### src/rtl/ntt_pkg.sv
// Shared definitions for the NTT sequencer: default geometry and FSM encoding.
// Latency: n/a (types and constants only).
// Backpressure: n/a.
package ntt_pkg;

  localparam int N_DEF         = 256;
  localparam int DATA_W_DEF    = 32;
  localparam int ADDR_W_DEF    = 7;
  localparam int STAGES_DEF    = 8;
  localparam int STAGE_TMO_DEF = 1024;

  typedef enum logic [2:0] {
    ST_IDLE   = 3'd0,
    ST_LOAD   = 3'd1,
    ST_RUN    = 3'd2,
    ST_UNLOAD = 3'd3,
    ST_FLUSH  = 3'd4
  } state_t;

endpackage

### src/rtl/ntt_unload_buf.sv
// Unload read-pending tracker plus output register with a valid/ready interface.
// Latency: read issued in cycle t, out_valid/out_data presented from cycle t+2.
// Backpressure: no new read while one is pending or out_valid stalls, so at most 1 beat per 2 cycles.
module ntt_unload_buf #(
  parameter int DATA_W = 32
) (
  input  logic              clk,
  input  logic              rst_n,
  input  logic              en,
  output logic              rd_go,
  input  logic [DATA_W-1:0] rdata,
  output logic              out_valid,
  input  logic              out_ready,
  output logic [DATA_W-1:0] out_data
);

  logic pend;

  // Issue only when the output slot is free (or freeing this cycle) and nothing is in flight.
  assign rd_go = en && !pend && (!out_valid || out_ready);

  // RAM data lands one cycle after the strobe; hold it until the host takes it.
  always_ff @(posedge clk or negedge rst_n) begin
    if (!rst_n) begin
      pend      <= 1'b0;
      out_valid <= 1'b0;
      out_data  <= '0;
    end else begin
      pend <= rd_go;
      if (pend) begin
        out_data  <= rdata;
        out_valid <= 1'b1;
      end else if (out_valid && out_ready) begin
        out_valid <= 1'b0;
      end
    end
  end

endmodule

### src/rtl/ntt_seq_ctrl.sv
// NTT top sequencer: host load into banks, stage run with watchdog, unload stream. Optional macro NTT_PERF_CNT_EN adds perf_cycles.
// Latency: load writes are combinational in the accepting cycle; done is registered, one cycle after the last handshake.
// Backpressure: in_ready only in LOAD; unload throttled by out_ready, at most 1 result per 2 cycles.
module ntt_seq_ctrl
  import ntt_pkg::*;
#(
  parameter int N         = N_DEF,
  parameter int DATA_W    = DATA_W_DEF,
  parameter int ADDR_W    = ADDR_W_DEF,
  parameter int STAGES    = STAGES_DEF,
  parameter int STAGE_TMO = STAGE_TMO_DEF
) (
  input  logic              clk,
  input  logic              rst_n,
  input  logic              cmd_start,
  output logic              busy,
  output logic              done,
  output logic              err,
  input  logic              in_valid,
  output logic              in_ready,
  input  logic [DATA_W-1:0] in_data,
  output logic              out_valid,
  input  logic              out_ready,
  output logic [DATA_W-1:0] out_data,
  output logic              host_sel,
  output logic              ld_we0,
  output logic              ld_we1,
  output logic [ADDR_W-1:0] ld_addr,
  output logic [DATA_W-1:0] ld_data,
  output logic              ul_pair,
  output logic              ul_re,
  output logic              ul_bank,
  output logic [ADDR_W-1:0] ul_addr,
  input  logic [DATA_W-1:0] ul_rdata,
  output logic              ag_start,
  input  logic              ag_stage_flag
`ifdef NTT_PERF_CNT_EN
  ,
  output logic [31:0]       perf_cycles
`endif
);

  localparam int CNT_W = $clog2(N) + 1;
  localparam int S_W   = $clog2(STAGES) + 1;
  localparam int W_W   = $clog2(STAGE_TMO) + 1;

  state_t           state;
  logic [CNT_W-1:0] k;
  logic [CNT_W-1:0] u;
  logic [S_W-1:0]   s;
  logic [W_W-1:0]   wdog;
  logic             flag_q;
  logic             wr;
  logic             rd_go;
  logic             toggle;
  logic             accept;

  assign wr      = (state == ST_LOAD) && in_valid;
  assign ld_we0  = wr && !k[0];
  assign ld_we1  = wr && k[0];
  assign ld_addr = wr ? ADDR_W'(k >> 1) : '0;
  assign ld_data = wr ? in_data : '0;

  assign toggle  = ag_stage_flag ^ flag_q;
  assign accept  = out_valid && out_ready;

  // Results live in the pair the final stage wrote, which alternates with stage parity.
  assign ul_pair = (state == ST_UNLOAD) ? 1'(STAGES % 2) : 1'b0;
  assign ul_re   = rd_go;
  assign ul_bank = rd_go && u[0];
  assign ul_addr = rd_go ? ADDR_W'(u >> 1) : '0;

  ntt_unload_buf #(
    .DATA_W (DATA_W)
  ) u_unload_buf (
    .clk       (clk),
    .rst_n     (rst_n),
    .en        (state == ST_UNLOAD),
    .rd_go     (rd_go),
    .rdata     (ul_rdata),
    .out_valid (out_valid),
    .out_ready (out_ready),
    .out_data  (out_data)
  );

  // Registered copy of the generator's stage flag; any difference marks a finished stage.
  always_ff @(posedge clk or negedge rst_n) begin
    if (!rst_n) flag_q <= 1'b0;
    else        flag_q <= ag_stage_flag;
  end

  // Main sequencer: state, counters and all registered control outputs.
  always_ff @(posedge clk or negedge rst_n) begin
    if (!rst_n) begin
      state    <= ST_IDLE;
      busy     <= 1'b0;
      done     <= 1'b0;
      err      <= 1'b0;
      in_ready <= 1'b0;
      host_sel <= 1'b1;
      ag_start <= 1'b0;
      k        <= '0;
      u        <= '0;
      s        <= '0;
      wdog     <= '0;
    end else begin
      done <= 1'b0;
      case (state)
        ST_IDLE: begin
          if (cmd_start) begin
            state    <= ST_LOAD;
            err      <= 1'b0;
            k        <= '0;
            busy     <= 1'b1;
            in_ready <= 1'b1;
          end
        end
        ST_LOAD: begin
          if (in_valid) begin
            k <= k + 1'b1;
            if (k == CNT_W'(N - 1)) begin
              state    <= ST_RUN;
              in_ready <= 1'b0;
              host_sel <= 1'b0;
              ag_start <= 1'b1;
              s        <= '0;
              wdog     <= '0;
            end
          end
        end
        ST_RUN: begin
          if (toggle) begin
            s    <= s + 1'b1;
            wdog <= '0;
            if (s == S_W'(STAGES - 1)) begin
              state    <= ST_UNLOAD;
              ag_start <= 1'b0;
              host_sel <= 1'b1;
              u        <= '0;
            end
          end else if (wdog == W_W'(STAGE_TMO - 1)) begin
            // Generator stalled: abort the transform without a done pulse.
            state    <= ST_IDLE;
            err      <= 1'b1;
            busy     <= 1'b0;
            ag_start <= 1'b0;
            host_sel <= 1'b1;
          end else begin
            wdog <= wdog + 1'b1;
          end
        end
        ST_UNLOAD: begin
          if (rd_go) begin
            u <= u + 1'b1;
            if (u == CNT_W'(N - 1)) state <= ST_FLUSH;
          end
        end
        ST_FLUSH: begin
          if (accept) begin
            state <= ST_IDLE;
            busy  <= 1'b0;
            done  <= 1'b1;
          end
        end
        default: state <= ST_IDLE;
      endcase
    end
  end

`ifdef NTT_PERF_CNT_EN
  // Cycles spent outside IDLE since the last accepted start; held afterwards, saturating.
  always_ff @(posedge clk or negedge rst_n) begin
    if (!rst_n) begin
      perf_cycles <= '0;
    end else if (state == ST_IDLE) begin
      if (cmd_start) perf_cycles <= '0;
    end else if (perf_cycles != '1) begin
      perf_cycles <= perf_cycles + 1'b1;
    end
  end
`endif

endmodule

### config.mk
export PLATFORM = sky130hd
export DESIGN_NAME = ntt_seq_ctrl
export DESIGN_NICKNAME = d
export VERILOG_FILES = /design/src/rtl/ntt_pkg.sv /design/src/rtl/ntt_unload_buf.sv /design/src/rtl/ntt_seq_ctrl.sv
export SDC_FILE = /design/constraint.sdc
export NUM_CORES = 1
export LEC_CHECK = 0
export ABC_AREA = 1
export CAP_MARGIN = 15
export CORE_ASPECT_RATIO = 1.2
export CORE_MARGIN = 2
export CORE_UTILIZATION = 46
export CTS_BUF_LIST = sky130_fd_sc_hd__clkbuf_16
export DETAILED_ROUTE_END_ITERATION = 16
export DONT_BUFFER_PORTS = 1
export HOLD_SLACK_MARGIN = 0.1
export PLACE_DENSITY = 0.61
export SLEW_MARGIN = 5
export SYNTH_ARGS = -nofsm -noshare
export SYNTH_HDL_FRONTEND = slang
export SYNTH_SLANG_ARGS = --single-unit
### constraint.sdc
create_clock -name clk -period 1.8 [get_ports clk]
set_input_delay 0.18 -clock clk [delete_from_list [all_inputs] [get_ports clk]]
set_output_delay 0.18 -clock clk [all_outputs]
set_load 0.05 [all_outputs]
==> flow_summary_export.csv, run 1 <==
group,metric,value,unit
layout,post-route-util,0.719,
yosys,syn_area_per_cell,8.57,um^2
setup_path,startpoint,"state[2]$_DFFE_PN0P_",
drt,drtAntennaViolNets,0,
sta,worst_slew_pin_slew,0.525,ns
layout,postLayoutCellArea,6190,um^2
global_route,grt_pass1_vias,3699,
placement,gp_congestion,0.865,
setup_path,startpoint_type,"flip-flop",
clocking,cts_made_buffers,9,
sta,relSlewSlack,0.650,
worst_hold_path,hold_class,"in -> async",
yosys,synth.top_cell.area_share,0.462,
yosys,synth_fp_nets,556,
placement,dpl-instance-area,4910,um^2
floorplan,rows,37,
power,p_leak,2.84,nW
clocking,clock_sinks,77,
global_route,grt_max_degree,78,
placement,placedCellCount,657,
sta,finalCriticalPeriod,1.89,ns
drt,routed_via_density,5.04,
placement,port_buffers,0,
clocking,cts.clk_slew.worst_paths,0.07,ns
floorplan,die_y,108,um
sta,hold_violations,77,
sta,maxSlewViolCount,0,
clocking,hold_buffers,37,
job,maxCapViolCount,0,
setup_path,timing_worst_setup_path_type,"reg -> out",
sta,hold_ws,-0.471,ns
setup_path,worstPathArrival,1.71,ns
sta,rsz0062_at_grt,"yes",
sta,fin_tns_setup,-1.70,ns
floorplan,ioPinCount,160,
drt,initialDrtViolationCount,115,
drt,vias,3690,
power,vdd_drop_max,0.822,mV
floorplan,start_util,0.478,
layout,area_growth,50.6,%
clocking,cts_tree,"built",
sta,max_freq,529,MHz
clocking,clk_latency,0.34,ns
setup_path,worstPathMaxFanout,10,
yosys,synth_warnings,0,
sta,postLayoutSetupSlackWorst,-0.0901,ns
sta,fin_skew,0.00787,ns
global_route,grt_pass1_wl,17.2,mm
yosys,synthCells,480,
placement,hpwlAfterDp,7.06,mm
global_route,antenna_found_initial,0,
layout,drive_gt1_frac,0.397,
power,p_per_area,1710,nW/um^2
status,status,"finished with violations",
clocking,root_buffer,"clkbuf_16",
layout,fin_nets,686,
layout,diodes,0,
sta,period_share,1.05,
yosys,ys_seq_area_frac,0.469,
floorplan,die_area,9720,um^2
clocking,htreeDepth,3,
status,violations,"negative hold slack, negative setup slack",
floorplan,core,8610,um^2
floorplan,die_x,90.3,um
yosys,synth-seq-cells,77,
setup_path,cp.required,1.62,ns
yosys,yosysTopAreaCell,"dfrtp_1",
setup_path,r2r-start,"k[1]$_DFFE_PN0P_",
clocking,clock_path_buffers,2,
yosys,synth_area_leaders,"dfrtp_1 (46%), mux2_2 (8.8%), nand2_1 (6.8%), nor2_1 (6.8%), inv_1 (6.3%)",
drt,wl,11.4,mm
yosys,netlist_area,4110,um^2
setup_path,critPathCaptureType,"output port",
sta,setup_violations,53,
yosys,yosysUniqueCellTypes,40,
drt,drt-wirelength-per-cell,15.6,um
drt,drc,0,
drt,dr.pass1.iters,4,
global_route,grt.overflow.total,0,
global_route,track_usage,0.225,
layout,fin_cells,732,
Yosys cell counts:
cell	count
inv_2	8
nor3b_1	1
o21bai_1	1
a22o_1	1
a21oi_4	1
mux2_2	32
nor2_1	75
nand3_1	31
inv_1	69
xnor2_2	1
nor3_1	3
o31ai_1	1
or2_2	1
o21ai_1	11
ha_1	6
o21ai_0	17
buf_6	1
nand2_4	2
inv_4	1
buf_2	3
o21ai_2	6
nor3_4	1
xor2_1	9
o211ai_1	1
nor2_2	5
nor2_4	3
nand2_2	8
conb_1	1
o22ai_2	1
nand3_2	1
nand2_1	75
o22ai_1	1
buf_4	2
a21oi_1	8
nand3_4	2
dfstp_2	1
nor4_1	1
clkbuf_1	5
nand4_1	7
dfrtp_1	76
cell families after synthesis:
family                     Yosys count  synth area share
DFF                                 77             0.469
other                                1          0.000912
muxes                               32            0.0876
buffers and inverters               89            0.0864
xor gates and xnor gates            10            0.0231
AOI/OAI and AO/OA                   49            0.0727
and+or+nand+nor                    216             0.242
adders and majority gates            6            0.0183
report_power, final:
| part | total [mW] | internal, mW | switching [mW] |
|---|---|---|---|
| Sequential | 4.29 | 2.32 | 1.97 |
| Combinational | 4.46 | 1.85 | 2.60 |
| Clock | 1.87 | 1.10 | 0.770 |
| Total | 10.6 | 5.27 | 5.34 |
routing by layer:
layer  vias up  global-route usage  share of wire
met3        13              0.0560          0.066
met4         0              0.0890          0.019
li1       1787                   -              -
met1      1708               0.245           0.38
met5         -                   0              0
met2       182               0.419           0.53
cells in the final DEF (no fill, tap or decap), drive strengths merged:
cell type     n
a22o          1
clkbuf       11
nor3b         1
bufinv        1
dlygate4sd3  37
nand4         7
nor2         84
o21bai        1
xnor2         1
ha            6
or2           1
dfrtp        76
nand2        86
o21ai        34
nor4          1
xor2          9
o31ai         1
o22ai         2
inv          81
buf          89
dfstp         1
nor3          4
clkinv        3
mux2         32
conb          1
nand3        34
a21oi         9
o211ai        1
timing repair:
item	in CTS	in global routing
setup buffers	7	9
endpoints found under the setup margin	64	72
pin swaps	5	16
cloned	1	5
resized for setup	58	59
endpoints found under the hold margin	114	77
critical path: stages, from the launching register on:
cell       delay (ns)
dfrtp_1          0.42
inv_2            0.10
nand3_4          0.11
inv_8            0.09
nand2_4          0.12
clkbuf_16        0.21
nor2_1           0.10
buf_4            0.20
per-stage QoR:
stage	setup slack [ns]	power [mW]
floorplan	-0.0905	6.87
global placement	0.0117	7.72
detailed placement	-0.0738	7.83
CTS	-0.0446	10.0
global route	-0.187	11.1
finish	-0.0901	10.6
sequential cells by signal, summed over array words and instances, names as in the netlist, 3 cells and up:
signal and cells:
u_unload_buf.out_data 32, wdog 11, k 9, u 9
s 4, state 3
layout make-up:
type,instances,area [um^2]
clock buffers,9,225
multi-input cells,316,2120
fillers,632,2420
inverters,78,308
repair buffers,128,1380
flip-flops and latches,77,1930
well taps,117,146
clock inverters,7,81.3
final timing paths:
| kind | to | slack, ns | depth (start not counted) |
|---|---|---|---|
| worst max-delay path | ld_data[19] | -0.09 | 7 |
| worst min register to register | wdog[0]$_DFFE_PN0P_ | 0.52 | 1 |
| max in group asynchronous | host_sel$_DFFE_PN1P_ | 2.08 | 0 |
| worst max register to register | wdog[9]$_DFFE_PN0P_ | -0.03 | 11 |
| min in group clk | u_unload_buf.out_valid$_DFFE_PN0P_ | 0.15 | 3 |
| worst min-delay path | u[6]$_DFFE_PN0P_ | -0.47 | 0 |
No activity file was read; power rests on OpenSTA's default activity.
==> run 2, diff against run 1 <==
- RECOVER_POWER: not set -> 50
==> flow_summary_export.csv, run 2 (synthesis results as in run 1) <==
group,metric,value,unit
clocking,cts_made_buffers,9,
sta,relSlewSlack,0.650,
setup_path,cp.required,1.62,ns
placement,placedCellCount,657,
floorplan,die_area,9720,um^2
placement,hpwlAfterDp,7.06,mm
setup_path,timing_worst_setup_path_type,"reg -> out",
floorplan,rows,37,
layout,regMostFlops,"u_unload_buf.out_data",
global_route,track_usage,0.225,
sta,finalCriticalPeriod,1.89,ns
floorplan,start_util,0.478,
power,p_leak,2.84,nW
sta,fin_skew,0.00652,ns
setup_path,worstPathArrival,1.71,ns
clocking,clock_sinks,77,
clocking,root_buffer,"clkbuf_16",
sta,hold_violations,77,
layout,area_growth,50.6,%
setup_path,critPathCaptureType,"output port",
clocking,cts_tree,"built",
drt,drt-wirelength-per-cell,15.5,um
clocking,cts.clk_slew.worst_paths,0.06,ns
global_route,grt.overflow.total,0,
setup_path,startpoint_type,"flip-flop",
layout,final_common_cell,"dfrtp_1",
placement,gp_congestion,0.865,
layout,drive_gt1_frac,0.395,
worst_hold_path,hold_class,"in -> async",
sta,hold_ws,-0.470,ns
sta,postLayoutSetupSlackWorst,-0.0903,ns
clocking,htreeDepth,3,
drt,dr.pass1.iters,4,
global_route,grt_max_degree,78,
floorplan,ioPinCount,160,
setup_path,worstPathMaxFanout,10,
setup_path,reg2reg_slack,-0.04,ns
job,maxCapViolCount,0,
layout,postLayoutCellArea,6190,um^2
power,p_per_area,1710,nW/um^2
sta,worst_slew_pin_slew,0.525,ns
layout,fillers,635,
sta,max_freq,529,MHz
clocking,clk_latency,0.34,ns
placement,dpl-instance-area,4910,um^2
sta,rsz0062_at_grt,"yes",
floorplan,die_x,90.3,um
global_route,grt_pass1_wl,17.2,mm
layout,final_cell_mix,"dfrtp_1 (73), nand2_1 (72), inv_1 (68), buf_4 (40), dlygate4sd3_1 (37)",
layout,reg_top3,"u_unload_buf.out_data (32), wdog (11)",
power,vdd_drop_max,0.822,mV
global_route,grt_pass1_vias,3699,
drt,routed_via_density,5.03,
drt,vias,3689,
clocking,clock_path_buffers,2,
layout,fin_cells,733,
placement,port_buffers,0,
sta,period_share,1.05,
drt,initialDrtViolationCount,139,
sta,setup_violations,61,
drt,drtAntennaViolNets,0,
drt,wl,11.4,mm
floorplan,core,8610,um^2
layout,largest_reg_flops,32,
floorplan,die_y,108,um
status,violations,"negative hold slack, negative setup slack",
sta,maxSlewViolCount,0,
layout,fin_nets,686,
status,status,"finished with violations",
global_route,antenna_found_initial,0,
drt,drc,0,
clocking,hold_buffers,37,
[run 2: cell count changes in the layout (fill, tap and decap cells not counted)]
cell | before | now
a21oi_1 | 4 | 5
diode_2 | 0 | 1
a21oi_2 | 4 | 3
[run 2: worst max-delay path: stages (launching register included)]
cell	delay (ns)
dfrtp_1	0.42
inv_2	0.10
nand3_4	0.11
inv_8	0.09
nand2_4	0.12
clkbuf_16	0.21
nor2_1	0.10
buf_4	0.20
[run 2: path summary, 6_finish.rpt]
kind | startpoint | to | cells past startpoint
worst min-delay path | rst_n | err$_DFFE_PN0P_ | 0
min in group clk | out_ready | state[2]$_DFFE_PN0P_ | 3
max in group asynchronous | rst_n | host_sel$_DFFE_PN1P_ | 0
worst min register to register | wdog[0]$_DFFE_PN0P_ | wdog[0]$_DFFE_PN0P_ | 1
worst max-delay path | state[2]$_DFFE_PN0P_ | ld_data[19] | 7
worst max register to register | k[1]$_DFFE_PN0P_ | wdog[9]$_DFFE_PN0P_ | 11
[run 2: power breakdown]
group,internal [mW],switching (mW),total (mW)
sequential,2.32,1.96,4.28
clock,1.10,0.765,1.86
combinational,1.85,2.60,4.45
[run 2: area by class of cell]
cell class                 instances  area [um^2]  share of cell area
clock buffer                       9          225              0.0364
clock inverter                     7         81.3              0.0131
sequential                        77         1930               0.312
tap                              117          146              0.0236
antenna                            1         2.50            0.000404
multi-input combinational        316         2120               0.342
timing repair buffer             128         1380               0.223
inverter                          78          308              0.0497
[run 2: per-layer routing]
layer,track usage,wire length (um)
met5,0,0
met4,0.0890,192
met3,0.0560,720
met2,0.419,6100
met1,0.245,4370
[run 2: per-stage QoR]
| step | util | hold slack (ns) | TNS, ns | worst slack (ns) | total power [mW] |
|---|---|---|---|---|---|
| 3_5_place_dp | 0.570 | -0.112 | -0.429 | -0.0738 | 7.83 |
| 4_1_cts | 0.679 | -0.477 | -1.61 | -0.0446 | 10.0 |
| 5_1_grt | 0.719 | -0.484 | -8.35 | -0.187 | 11.1 |
| 6_report | 0.719 | -0.470 | -1.86 | -0.0903 | 10.6 |
| 3_3_place_gp | 0.570 | -0.112 | 0 | 0.0117 | 7.72 |
| 2_1_floorplan | - | -0.116 | -4.07 | -0.0905 | 6.87 |
[run 2: repair_timing]
action	CTS	global route
endpoints found under the hold margin	114	77
resized for setup	58	59
setup endpoints to repair	64	72
setup buffers	7	9
cloned	1	5
pin swaps	5	16
==> run 3, diff against run 2 <==
- SYNTH_HIERARCHICAL: not set -> 1
==> flow_summary_export.csv, run 3 <==
group,metric,value,unit
sta,maxSlewViolCount,0,
clocking,clock_path_buffers,2,
yosys,synth-seq-cells,77,
setup_path,reg2reg_slack,-0.16,ns
sta,hold_ws,-0.462,ns
global_route,grt_pass1_vias,3745,
yosys,synthFlopType,"dfrtp_1",
sta,postLayoutSetupSlackWorst,-0.161,ns
yosys,netlist_top_cells_count,"nand2_1 (194), inv_1 (77), dfrtp_1 (76)",
power,p_leak,3.17,nW
drt,drtAntennaViolNets,0,
floorplan,start_util,0.470,
clocking,cts_tree,"built",
sta,relSlewSlack,0.506,
sta,hold_violations,77,
power,p_per_area,1630,nW/um^2
drt,initialDrtViolationCount,196,
status,violations,"negative hold slack, negative setup slack",
global_route,grt_pass1_wl,17.3,mm
setup_path,critPathMaxStageDelay,0.36,ns
floorplan,die_area,10000,um^2
floorplan,die_y,109,um
layout,area_growth,46.5,%
power,vdd_drop_max,0.941,mV
global_route,grt.overflow.total,0,
yosys,synth.top_cell.area_share,0.448,
layout,largest_reg_flops,32,
setup_path,path_cells,"ha_2 -> inv_2 -> nor2_4 -> nand4_1 -> nor2_1 -> ha_2 -> nand2_2 -> nand2_4 -> nand2_8 -> nor2_4 -> nand3_2 -> o21ai_2",
yosys,synthCells,566,
yosys,synth_edf_count,0,
drt,drt-wirelength-per-cell,13.4,um
yosys,yosysTopAreaCell,"dfrtp_1",
setup_path,r2r-start,"k[0]$_DFFE_PN0P_",
clocking,clk_latency,0.34,ns
floorplan,die_x,91.7,um
layout,post-route-util,0.689,
layout,drive_gt1_frac,0.319,
sta,fin_tns_setup,-1.71,ns
setup_path,slowest_stage,"dfrtp_1",
setup_path,startpoint_type,"flip-flop",
layout,fin_nets,764,
yosys,async_reset_ff_frac,1.00,
job,maxCapViolCount,0,
drt,drc,0,
sta,max_freq,510,MHz
global_route,track_usage,0.215,
setup_path,r2r_end,"wdog[3]$_DFFE_PN0P_",
clocking,cts_made_buffers,9,
yosys,synth_warnings,6,
sta,worst_slew_pin_slew,0.741,ns
placement,hpwlAfterDp,7.24,mm
status,status,"finished with violations",
drt,dr.pass1.iters,5,
placement,port_buffers,0,
yosys,yosysMostFrequentCell,"nand2_1",
layout,diodes,0,
drt,wl,10.9,mm
setup_path,ff2ff_path_depth,12,
setup_path,worstPathMaxFanout,8,
floorplan,core,9030,um^2
clocking,root_buffer,"clkbuf_16",
layout,regMostFlops,"u_unload_buf/out_data",
clocking,cts.clk_slew.worst_paths,0.06,ns
sta,fin_skew,0.00908,ns
yosys,synth_fp_nets,642,
yosys,ys_seq_area_frac,0.454,
setup_path,cp.required,2.07,ns
clocking,hold_buffers,35,
layout,reg_top3,"u_unload_buf/out_data (32), wdog (11)",
sta,period_share,1.09,
floorplan,ioPinCount,160,
global_route,antenna_found_initial,0,
setup_path,worstPathArrival,2.23,ns
yosys,syn_area_per_cell,7.51,um^2
yosys,synth_area_leaders,"dfrtp_1 (45%), nand2_1 (17%), inv_1 (6.8%), nor2_1 (6.0%), nand3_1 (4.0%)",
global_route,grt_max_degree,78,
sta,setup_violations,42,
setup_path,timing_worst_setup_path_type,"reg -> reg",
layout,final_common_cell,"nand2_1",
sta,rsz0062_at_grt,"yes",
layout,final_cell_mix,"nand2_1 (181), dfrtp_1 (73), inv_1 (67), buf_6 (41), nor2_2 (39)",
placement,gp_congestion,0.809,
drt,routed_via_density,4.89,
clocking,htreeDepth,3,
floorplan,rows,38,
clocking,clock_sinks,77,
sta,finalCriticalPeriod,1.96,ns
worst_hold_path,hold_class,"in -> async",
setup_path,critPathCaptureType,"flip-flop",
yosys,netlist_area,4250,um^2
drt,vias,3977,
yosys,yosysUniqueCellTypes,35,
## run 3: changes by cell type in the layout (fill, tap and decap cells not counted), moves of 6 or more
cell	delta
nor2_2	+10
buf_6	+6
o21ai_2	-6
buf_4	-8
nand3_1	+6
nor2_4	-6
nand2_2	+10
mux2_2	-32
nor2_1	-11
nand2_1	+109
## run 3: what timing repair did
item                                    CTS  global route
endpoints found under the hold margin   115            77
cloned                                    1             1
endpoints found under the setup margin   55            74
resized for setup                        35            79
buffers inserted                          8             8
pin swaps                                 5            25
## run 3: per-stage QoR
step	power, mW	hold slack [ns]	setup WS (ns)	instance area [um^2]	instances
final	10.1	-0.462	-0.161	6230	813
after detailed placement	7.58	-0.114	-0.0421	5060	744
after floorplan	6.77	-0.116	-0.0720	4380	566
after global routing	10.7	-0.476	-0.330	6230	813
after global placement	7.46	-0.114	0.0228	5060	744
after CTS	9.74	-0.474	-0.0145	5910	804
## run 3: area by class of cell
| type | count | area, um^2 |
|---|---|---|
| fill | 712 | 2810 |
| multi-input combinational | 393 | 2170 |
| sequential | 77 | 1930 |
| timing repair buffer | 124 | 1340 |
| inverter | 83 | 343 |
| clock buffer | 9 | 225 |
| tap | 120 | 150 |
| clock inverter | 7 | 66.3 |
## run 3: how the worst max path moves through the flow
stage,slack (ns),depth (start not counted),startpoint,to
after floorplan,-0.07,11,state[0]$_DFFE_PN0P_,u[1]$_DFFE_PN0P_
after global placement,0.02,12,k[0]$_DFFE_PN0P_,wdog[3]$_DFFE_PN0P_
after detailed placement,-0.04,11,k[0]$_DFFE_PN0P_,wdog[8]$_DFFE_PN0P_
after CTS,-0.01,12,k[0]$_DFFE_PN0P_,wdog[3]$_DFFE_PN0P_
after global routing,-0.33,12,k[1]$_DFFE_PN0P_,wdog[3]$_DFFE_PN0P_
final,-0.16,12,k[0]$_DFFE_PN0P_,wdog[3]$_DFFE_PN0P_
## run 3: kinds of logic (layout without fill, tap and decap cells)
logic type | after synthesis | in the layout | synth area share
other | 1 | 1 | 0.000883
DFF | 77 | 77 | 0.454
buffers and inverters | 97 | 223 | 0.105
AOI/OAI and AO/OA | 36 | 36 | 0.0459
xor gates and xnor gates | 12 | 12 | 0.0283
adders and majority gates | 6 | 6 | 0.0177
and+or+nand+nor | 337 | 338 | 0.349
## run 3: routing by layer
| layer | vias up | share of wire | GRT usage |
|---|---|---|---|
| met1 | 1860 | 0.40 | 0.257 |
| li1 | 1961 | - | - |
| met5 | - | 0 | 0 |
| met3 | 24 | 0.051 | 0.0387 |
| met2 | 132 | 0.53 | 0.380 |
| met4 | 0 | 0.024 | 0.0970 |
## run 3: power breakdown
part	switching, mW	internal [mW]
clock network	0.717	1.07
logic	2.67	1.54
registers	1.84	2.28
total	5.23	4.89
## run 3: worst max-delay path, delay by kind of cell (launching register included)
kind                       cells  cell delay [ns]
DFF                            1             0.36
and+or+nand+nor                8             0.99
buffers and inverters          1             0.05
adders and majority gates      2             0.41
AOI/OAI and AO/OA              1             0.06
